--- config.mk ---
export PLATFORM = sky130hd
export DESIGN_NAME = alu_op_scheduler
export DESIGN_NICKNAME = d
export VERILOG_FILES = /design/src/rtl/alu_sched_pkg.sv /design/src/rtl/rr_arbiter.sv /design/src/rtl/alu_op_scheduler.sv
export SDC_FILE = /design/constraint.sdc
export NUM_CORES = 1
export LEC_CHECK = 0
export CAP_MARGIN = 10
export CORE_UTILIZATION = 40
export CTS_BUF_LIST = sky130_fd_sc_hd__clkbuf_16
export DETAILED_ROUTE_END_ITERATION = 10
export GPL_TIMING_DRIVEN = 0
export PLACE_DENSITY = 0.79
export SETUP_SLACK_MARGIN = 0.02
export SYNTH_ARGS = -nofsm -noshare
export SYNTH_HDL_FRONTEND = slang
export SYNTH_HIERARCHICAL = 1
export SYNTH_SLANG_ARGS = --single-unit
--- constraint.sdc ---
create_clock -name clk -period 2.3 [get_ports clk]
set_input_delay 0.46 -clock clk [delete_from_list [all_inputs] [get_ports clk]]
set_output_delay 0.46 -clock clk [all_outputs]
set_load 0.1 [all_outputs]
--- src/rtl/alu_sched_pkg.sv ---
// alu_sched_pkg: shared state encoding and constants for the ALU operation scheduler
package alu_sched_pkg;
  typedef enum logic [1:0] {IDLE = 2'd0, ISSUE = 2'd1, WAIT = 2'd2, DONE = 2'd3} state_t;
  localparam logic [2:0] OP_NOP = 3'h0;
  localparam int ALU_SEL_W = 3;
endpackage

--- src/rtl/rr_arbiter.sv ---
// rr_arbiter: combinational round-robin pick starting after the last winner
module rr_arbiter #(
  parameter int N = 4
) (
  input  logic [N-1:0]         req,
  input  logic [$clog2(N)-1:0] last,
  output logic [N-1:0]         pick,
  output logic [$clog2(N)-1:0] idx,
  output logic                 any
);
  localparam int IW = $clog2(N);
  always_comb begin
    idx = '0;
    for (int k = N; k >= 1; k--)
      if (req[(int'(last) + k) % N]) idx = IW'((int'(last) + k) % N);
    any = |req;
    pick = any ? (N'(1) << idx) : '0;
  end
endmodule

--- src/rtl/alu_op_scheduler.sv ---
// alu_op_scheduler: round-robin sharing of one fixed-latency ALU among N requesters
module alu_op_scheduler
  import alu_sched_pkg::*;
#(
  parameter int N       = 4,
  parameter int W       = 8,
  parameter int ALU_LAT = 2
) (
  input  logic                 clk,
  input  logic                 reset,
  input  logic [N-1:0]         req,
  input  logic [3*N-1:0]       op_in,
  input  logic [W*N-1:0]       a_in,
  input  logic [W*N-1:0]       b_in,
  output logic [N-1:0]         gnt,
  output logic [ALU_SEL_W-1:0] alu_address,
  output logic [W-1:0]         alu_a,
  output logic [W-1:0]         alu_b,
  input  logic [W-1:0]         alu_result,
  output logic [W-1:0]         result,
  output logic [N-1:0]         done,
  output logic                 busy
);
  localparam int IW = $clog2(N);
  localparam int CW = $clog2(ALU_LAT + 1);
  state_t state;
  logic [IW-1:0] last, idx, pick_idx;
  logic [N-1:0] pick;
  logic any;
  logic [CW-1:0] cnt;
  rr_arbiter #(.N(N)) u_arb (
    .req (req),
    .last(last),
    .pick(pick),
    .idx (pick_idx),
    .any (any)
  );
  always_ff @(posedge clk) begin
    if (reset) begin
      state       <= IDLE;
      gnt         <= '0;
      done        <= '0;
      alu_address <= '0;
      alu_a       <= '0;
      alu_b       <= '0;
      result      <= '0;
      busy        <= 1'b0;
      last        <= IW'(N - 1);
      idx         <= '0;
      cnt         <= '0;
    end else begin
      case (state)
        IDLE: if (any) begin
          state       <= ISSUE;
          busy        <= 1'b1;
          gnt         <= pick;
          idx         <= pick_idx;
          alu_address <= op_in[3*int'(pick_idx) +: 3];
          alu_a       <= a_in[W*int'(pick_idx) +: W];
          alu_b       <= b_in[W*int'(pick_idx) +: W];
        end
        ISSUE: begin
          gnt <= '0;
          cnt <= CW'(ALU_LAT);
          if (alu_address == OP_NOP) begin
            state  <= DONE;
            result <= '0;
            done   <= N'(1) << idx;
          end else state <= WAIT;
        end
        WAIT: if (cnt == CW'(1)) begin
          state       <= DONE;
          result      <= alu_result;
          done        <= N'(1) << idx;
          alu_address <= '0;
        end else cnt <= cnt - CW'(1);
        DONE: begin
          state <= IDLE;
          done  <= '0;
          busy  <= 1'b0;
          last  <= idx;
        end
      endcase
    end
  end
endmodule

==> results.ini, run 1 <==
[drt]
routed_via_density=5.44
wl_mm=6.81
first_iter_violations=83
drcViolationCount=0
avgRoutedWirePerCell_um=15.9
drt_pre_antenna_iters=4
vias=2334
ant_nets=0

[setup_path]
crit_path_start_kind=register
critPathKind=reg -> out
crit_buf_inv=1
crit-reg2reg-launch=last[1]
crit_chain=clkdlybuf4s50_1
cpPeakStageDelay_ns=1.15
path_max_fanout=2
crit_path_start=gnt[0]
r2r_slack_ns=0.28
critPathArrivalTime_ns=1.78
critPathCaptureType=output pin
path_delay_family=buffers and inverters
cp_slowest_cell=clkdlybuf4s50_1
required_ns=1.84

[clocking]
clk_latency_ns=0.28
clkTransAtPathRegs_ns=0.06
clockRootBuffer=clkbuf_16
cts.sinks=44
cts_htree_levels=2
cts_buffer_depth=2
cts_hold_buf=0
cts_tree=built
cts_setup_buffers=0
numCtsBuffers=5

[finish]
multi_input_area_um2=1410
diodes=0
drive_above_1_share_pct=14.6
nets=451
fillers=448
seq_area_um2=881
finalInstanceArea_um2=3890
final_util_pct=68.6
area_growth_pct=60.7

[timing]
fmax_mhz=446
holdWs_ns=0.461
tightest_slew_ns=0.998
period_needed_ns=2.24
hold_viol=0
finalSetupViolCount=0
rsz0062_at_grt=no
relSlewSlack_pct=33.3
fin_setup_tns_ns=0
finClkSkew_ns=0.00611
fin_ws_ns=0.0585
slew_viol_final=0
fin_crit_sh_pct=97.5

[power]
p_leak_nw=1.48
p_per_area_nw_per_um2=1180
peakVddDrop_v=0.000869

[global_routing]
grt_util_all_layers_pct=21.4
gr-total-overflow=0
grt_pass1_vias=2259
grt_first_pass_wirelength_mm=10.5
antenna_found_initial=0
grt_max_degree=13

[synth]
seq_area_frac_synth_pct=36.4
synth_ff_type=dfxtp_1
synthCells=226
synth_seq_cells=44
synth-edff-count=0
yosysUniqueCellTypes=45
synth-async-reset-ratio_pct=0
synthesis.nets=321
syn_avg_cell_area_um2=10.7
netlist_area_um2=2420
ys_warn_count=6

[placement]
pre_cts_slack_ns=-0.492
dpl.hpwl_mm=5.35
place_area_um2=3740
portBuffers=123
routabilityCongestion=0.745

[run_status]
status=finished clean

[floorplan]
io_pins=126
dieArea_um2=6370
core-area_um2=5680
die_y_um=79.8
initial_utilization_pct=42.7
rows=27
die_x_um=79.8

[hold_path]
holdCritStartpoint=done[3]
min_path_type=reg -> reg

[job]
drv_cap=0

## registers in the layout (all words and copies together) (netlist names)
signal,cells
alu_b,8
alu_a,8
cnt,2
result,8
gnt,4
last,2
done,4
idx,2
alu_address,3
busy,1
state,2
## tightest hold or removal path, cell delays in order (launching register included)
cell and delay, ns:
dfxtp_1 0.31, nand2_1 0.05, mux2i_1 0.05
## layer usage
layer / up-vias / wire, µm / GRT usage (%)
met5: - / 0 / 0
met4: 0 / 56 / 6.07
met3: 5 / 355 / 4.00
met2: 84 / 3560 / 38.0
met1: 1121 / 2830 / 26.0
li1: 1124 / - / -
## Yosys cell counts, types with 3 or more instances
cell type  count  area [µm²]
buf_6          5        56.3
buf_2          8        40.0
ha_1           5        62.6
nand2b_1       4        25.0
nand3_1       12        60.1
nand2_1       11        41.3
a22oi_1        4        30.0
a22o_1        19         166
dfxtp_1       44         881
a21oi_1       16        80.1
a211oi_1       4        30.0
nor3_1         3        15.0
nor2_1        12        45.0
mux2i_1        7        70.1
mux4_2        19         428
o31ai_1        8        60.1
inv_1          7        26.3
o21ai_0        3        15.0
## worst paths after layout
| kind | cells past startpoint | to |
|---|---|---|
| hold reg to reg | 2 | done[3] |
| setup / recovery | 1 | gnt[0] |
| setup reg to reg | 6 | alu_address[1] |
| hold / removal | 2 | done[3] |
## report_power, final
| part | switching (mW) | internal (mW) |
|---|---|---|
| combinational | 1.87 | 0.930 |
| clock | 0.272 | 0.391 |
| sequential | 0.155 | 0.970 |
## cells by family (layout without fill, tap and decap cells)
logic type / Yosys count / in the layout / share of synthesized area (%)
AND/OR/NAND/NOR: 55 / 55 / 12.0
adder cells (fa/ha/maj): 5 / 5 / 2.58
buffers and inverters: 24 / 155 / 5.84
multiplexers: 27 / 27 / 21.0
AO/OA/AOI/OAI: 71 / 71 / 22.1
flip-flops: 44 / 44 / 36.4
## cell type report
cell class                 instances  area share [%]
buffer                            17            3.18
clock buffer                       5            3.22
clock inverter                     3           0.289
inverter                           7           0.675
multi-input combinational        158            36.1
sequential                        44            22.6
tap                               72            2.32
timing repair buffer             123            31.6
## placed cells by master (no fill, tap or decap), types with 3 or more instances in the layout
| cell type | instances |
|---|---|
| clkdlybuf4s50_1 | 118 |
| dfxtp_1 | 44 |
| mux4_2 | 19 |
| a22o_1 | 19 |
| a21oi_1 | 16 |
| nand3_1 | 12 |
| nor2_1 | 12 |
| nand2_1 | 11 |
| inv_1 | 9 |
| buf_2 | 9 |
| o31ai_1 | 8 |
| mux2i_1 | 7 |
| buf_6 | 6 |
| ha_1 | 5 |
| clkbuf_16 | 5 |
| nand2b_1 | 4 |
| a22oi_1 | 4 |
| a211oi_1 | 4 |
| dlygate4sd2_1 | 4 |
| o21ai_0 | 3 |
| nor3_1 | 3 |
## metrics by stage
| stage | std cells | power, mW |
|---|---|---|
| detailed placement | 421 | 3.95 |
| finish | 429 | 4.59 |
| global route | 429 | 4.80 |
| global placement | 421 | 3.91 |
| floorplan | 226 | 3.25 |
| CTS | 429 | 4.61 |
## timing repair
| action | CTS | global route |
|---|---|---|
| setup endpoints to repair | 22 | 14 |
| resized for setup | 9 | 2 |
| pin swaps | 0 | 0 |
Power figures use the tool's default switching activity.
==> run 2, diff against run 1 <==
--- a/config.mk
+++ b/config.mk
@@ -5,7 +5,7 @@
 export SDC_FILE = /design/constraint.sdc
 export NUM_CORES = 1
 export LEC_CHECK = 0
-export CAP_MARGIN = 10
+export CAP_MARGIN = 20
 export CORE_UTILIZATION = 40
 export CTS_BUF_LIST = sky130_fd_sc_hd__clkbuf_16
 export DETAILED_ROUTE_END_ITERATION = 10
==> results of run 2 <==
The final DEF is identical to that of run 1; final timing and power are the same.
==> run 3, diff against run 2 <==
--- a/config.mk
+++ b/config.mk
@@ -7,7 +7,8 @@
 export LEC_CHECK = 0
 export CAP_MARGIN = 20
 export CORE_UTILIZATION = 40
-export CTS_BUF_LIST = sky130_fd_sc_hd__clkbuf_16
+export CTS_BUF_LIST = sky130_fd_sc_hd__clkbuf_8
+export CTS_CLUSTER_SIZE = 28
 export DETAILED_ROUTE_END_ITERATION = 10
 export GPL_TIMING_DRIVEN = 0
 export PLACE_DENSITY = 0.79
==> run 3 against run 2 <==
  * Sequential power barely moved
  * Routed wire length rose by 1.1%
  * Largest power group unchanged
  * Flip-flop and latch count did not move
  * Clock skew rose by 0.0035 ns
  * Clock-buffer cell count rose by 1
  * Combinational power barely moved
  * Cell count rose by 0.93%
  * Register-to-register slack barely moved
  * Critical path depth did not move
  * Global-route usage rose by 0.44 points
  * Largest cell class unchanged
  * First-iteration DRC count rose by 11%
==> results.ini, run 3 (synthesis results as in run 1) <==
[finish]
area_growth_pct=60.8  ; was 60.7%
final_common_cell=clkdlybuf4s50_1  ; unchanged
nets=455  ; was 451
mostFrequentLayoutCells=109 x clkdlybuf4s50_1, 44 x dfxtp_1, 19 x mux4_2, 19 x a22o_1, 16 x a21oi_1  ; was 118 x clkdlybuf4s50_1, 44 x dfxtp_1, 19 x mux4_2, 19 x a22o_1, 16 x a21oi_1
largest_registers=alu_a: 8 flops, alu_b: 8 flops, result: 8 flops  ; unchanged
final_cells=433  ; was 429
diodes=0  ; unchanged
finalInstanceArea_um2=3890  ; about the same
drive_above_1_share_pct=15.8  ; was 14.6%

[drt]
vias=2328  ; was 2334
first_iter_violations=92  ; was 83
drt_pre_antenna_iters=4  ; unchanged
avgRoutedWirePerCell_um=15.9  ; about the same
drcViolationCount=0  ; unchanged
dr_wl_met2_mm=3.66  ; was 3.56 mm
wl_met1_mm=2.70  ; was 2.83 mm
met3_length_um=453  ; was 355 µm
ant_nets=0  ; unchanged
routed_via_density=5.38  ; was 5.44
wl_mm=6.88  ; was 6.81 mm
top_layer=met4  ; unchanged

[floorplan]
die_y_um=79.8  ; unchanged
core-area_um2=5680  ; unchanged
dieArea_um2=6370  ; unchanged
initial_utilization_pct=42.7  ; unchanged
rows=27  ; unchanged
die_x_um=79.8  ; unchanged
io_pins=126  ; unchanged

[setup_path]
r2r_slack_ns=0.27  ; was 0.28 ns
crit_buf_inv=1  ; unchanged
critPathCaptureType=output pin  ; unchanged
path_max_fanout=2  ; unchanged
critPathArrivalTime_ns=1.78  ; about the same
path_delay_family=buffers and inverters  ; unchanged
critPathKind=reg -> out  ; unchanged
required_ns=1.84  ; about the same
crit_chain=clkdlybuf4s50_1  ; unchanged
crit_path_start_kind=register  ; unchanged
cpPeakStageDelay_ns=1.16  ; was 1.15 ns
cp_slowest_cell=clkdlybuf4s50_1  ; unchanged

[global_routing]
antenna_found_initial=0  ; unchanged
gr-total-overflow=0  ; unchanged
grt_util_all_layers_pct=21.8  ; was 21.4%
grt_max_degree=13  ; unchanged
grt_first_pass_wirelength_mm=10.6  ; was 10.5 mm
grt_pass1_vias=2272  ; was 2259

[power]
p_total_mw=4.42  ; was 4.59 mW
seq_power_share_pct=25.3  ; was 24.5%
clkPwrFrac_pct=11.0  ; was 14.4%
share_comb_of_total_power_pct=63.7  ; was 61.1%
p_per_area_nw_per_um2=1140  ; was 1180 nW/µm²
p_leak_nw=1.62  ; was 1.48 nW
power.internal_mw=2.14  ; was 2.29 mW
switching_share_pct=51.5  ; was 50.1%
switchingPower_mw=2.28  ; was 2.30 mW
peakVddDrop_v=0.000722  ; was 0.000869 V

[placement]
place_area_um2=3740  ; unchanged
dpl.hpwl_mm=5.35  ; unchanged
dpl.cell_count=421  ; unchanged
routabilityCongestion=0.745  ; unchanged
portBuffers=123  ; unchanged

[clocking]
numCtsBuffers=5  ; unchanged
cts.sinks=44  ; unchanged
clkTransAtPathRegs_ns=0.08  ; was 0.06 ns
clk_latency_ns=0.29  ; was 0.28 ns
cts_tree=built  ; unchanged
cts_buffer_depth=2  ; unchanged
cts_hold_buf=0  ; unchanged
clockRootBuffer=clkbuf_8  ; was clkbuf_16
cts_htree_levels=2  ; unchanged

[timing]
finalSetupViolCount=0  ; unchanged
tightest_slew_ns=0.997  ; was 0.998 ns
rsz0062_at_grt=no  ; unchanged
finClkSkew_ns=0.00963  ; was 0.00611 ns
holdWs_ns=0.464  ; was 0.461 ns
relSlewSlack_pct=33.3  ; about the same
slew_viol_final=0  ; unchanged
fin_crit_sh_pct=97.6  ; was 97.5%
fin_setup_tns_ns=0  ; unchanged
fmax_mhz=446  ; about the same
hold_viol=0  ; unchanged
period_needed_ns=2.24  ; about the same

[hold_path]
min_path_type=reg -> reg  ; unchanged

[job]
drv_cap=0  ; unchanged

[run_status]
status=finished clean  ; unchanged

-- run 3: changes by cell type in the layout (fill, tap and decap cells not counted) --
| cell | before | now |
|---|---|---|
| dlymetal6s2s_1 | 1 | 10 |
| clkbuf_16 | 5 | 0 |
| buf_4 | 0 | 2 |
| clkbuf_8 | 0 | 6 |
| clkinv_1 | 1 | 0 |
| buf_2 | 9 | 11 |
| clkdlybuf4s50_1 | 118 | 109 |
-- run 3: routing by layer --
| layer | global-route usage (%) | vias up |
|---|---|---|
| met4 | 6.07 | 0 |
| li1 | - | 1133 |
| met2 | 38.6 | 89 |
| met3 | 5.26 | 7 |
| met5 | 0 | - |
| met1 | 26.0 | 1099 |
-- run 3: cell type report --
cell class              count  area (µm²)
fillers                   446        1780
multi-input cells         158        1410
repair buffers            127        1280
flip-flops and latches     44         881
plain buffers              17         124
well taps                  72        90.1
clock buffers               6        82.6
inverters                   7        26.3
clock inverters             2        7.51
-- run 3: path summary, 6_finish.rpt --
kind | cells past startpoint | startpoint | endpoint
setup reg to reg | 7 | last[1] | alu_a[7]
hold reg to reg | 2 | done[3] | done[3]
setup / recovery | 1 | alu_a[4] | alu_a[4]
hold / removal | 2 | done[3] | done[3]
-- run 3: stage by stage --
| step | util [%] | worst slack [ns] |
|---|---|---|
| after global placement | 65.9 | -0.458 |
| final | 68.6 | 0.0563 |
| after floorplan | - | 0.274 |
| after detailed placement | 65.9 | -0.492 |
| after CTS | 68.1 | 0.00446 |
| after global routing | 68.6 | 0.0208 |
-- run 3: timing repair --
action / CTS / global route
buffers inserted: 2 / 0
cloned: 2 / 0
resized for setup: 8 / 13
endpoints found under the setup margin: 22 / 28
-- run 3: power groups by stage --
stage / combinational (mW) / sequential, mW / clock, mW
after global placement: 2.78 / 1.13 / 0
after global routing: 2.96 / 1.15 / 0.535
final: 2.81 / 1.12 / 0.485
after floorplan: 1.02 / 2.23 / 0
after CTS: 2.83 / 1.12 / 0.493
after detailed placement: 2.81 / 1.13 / 0
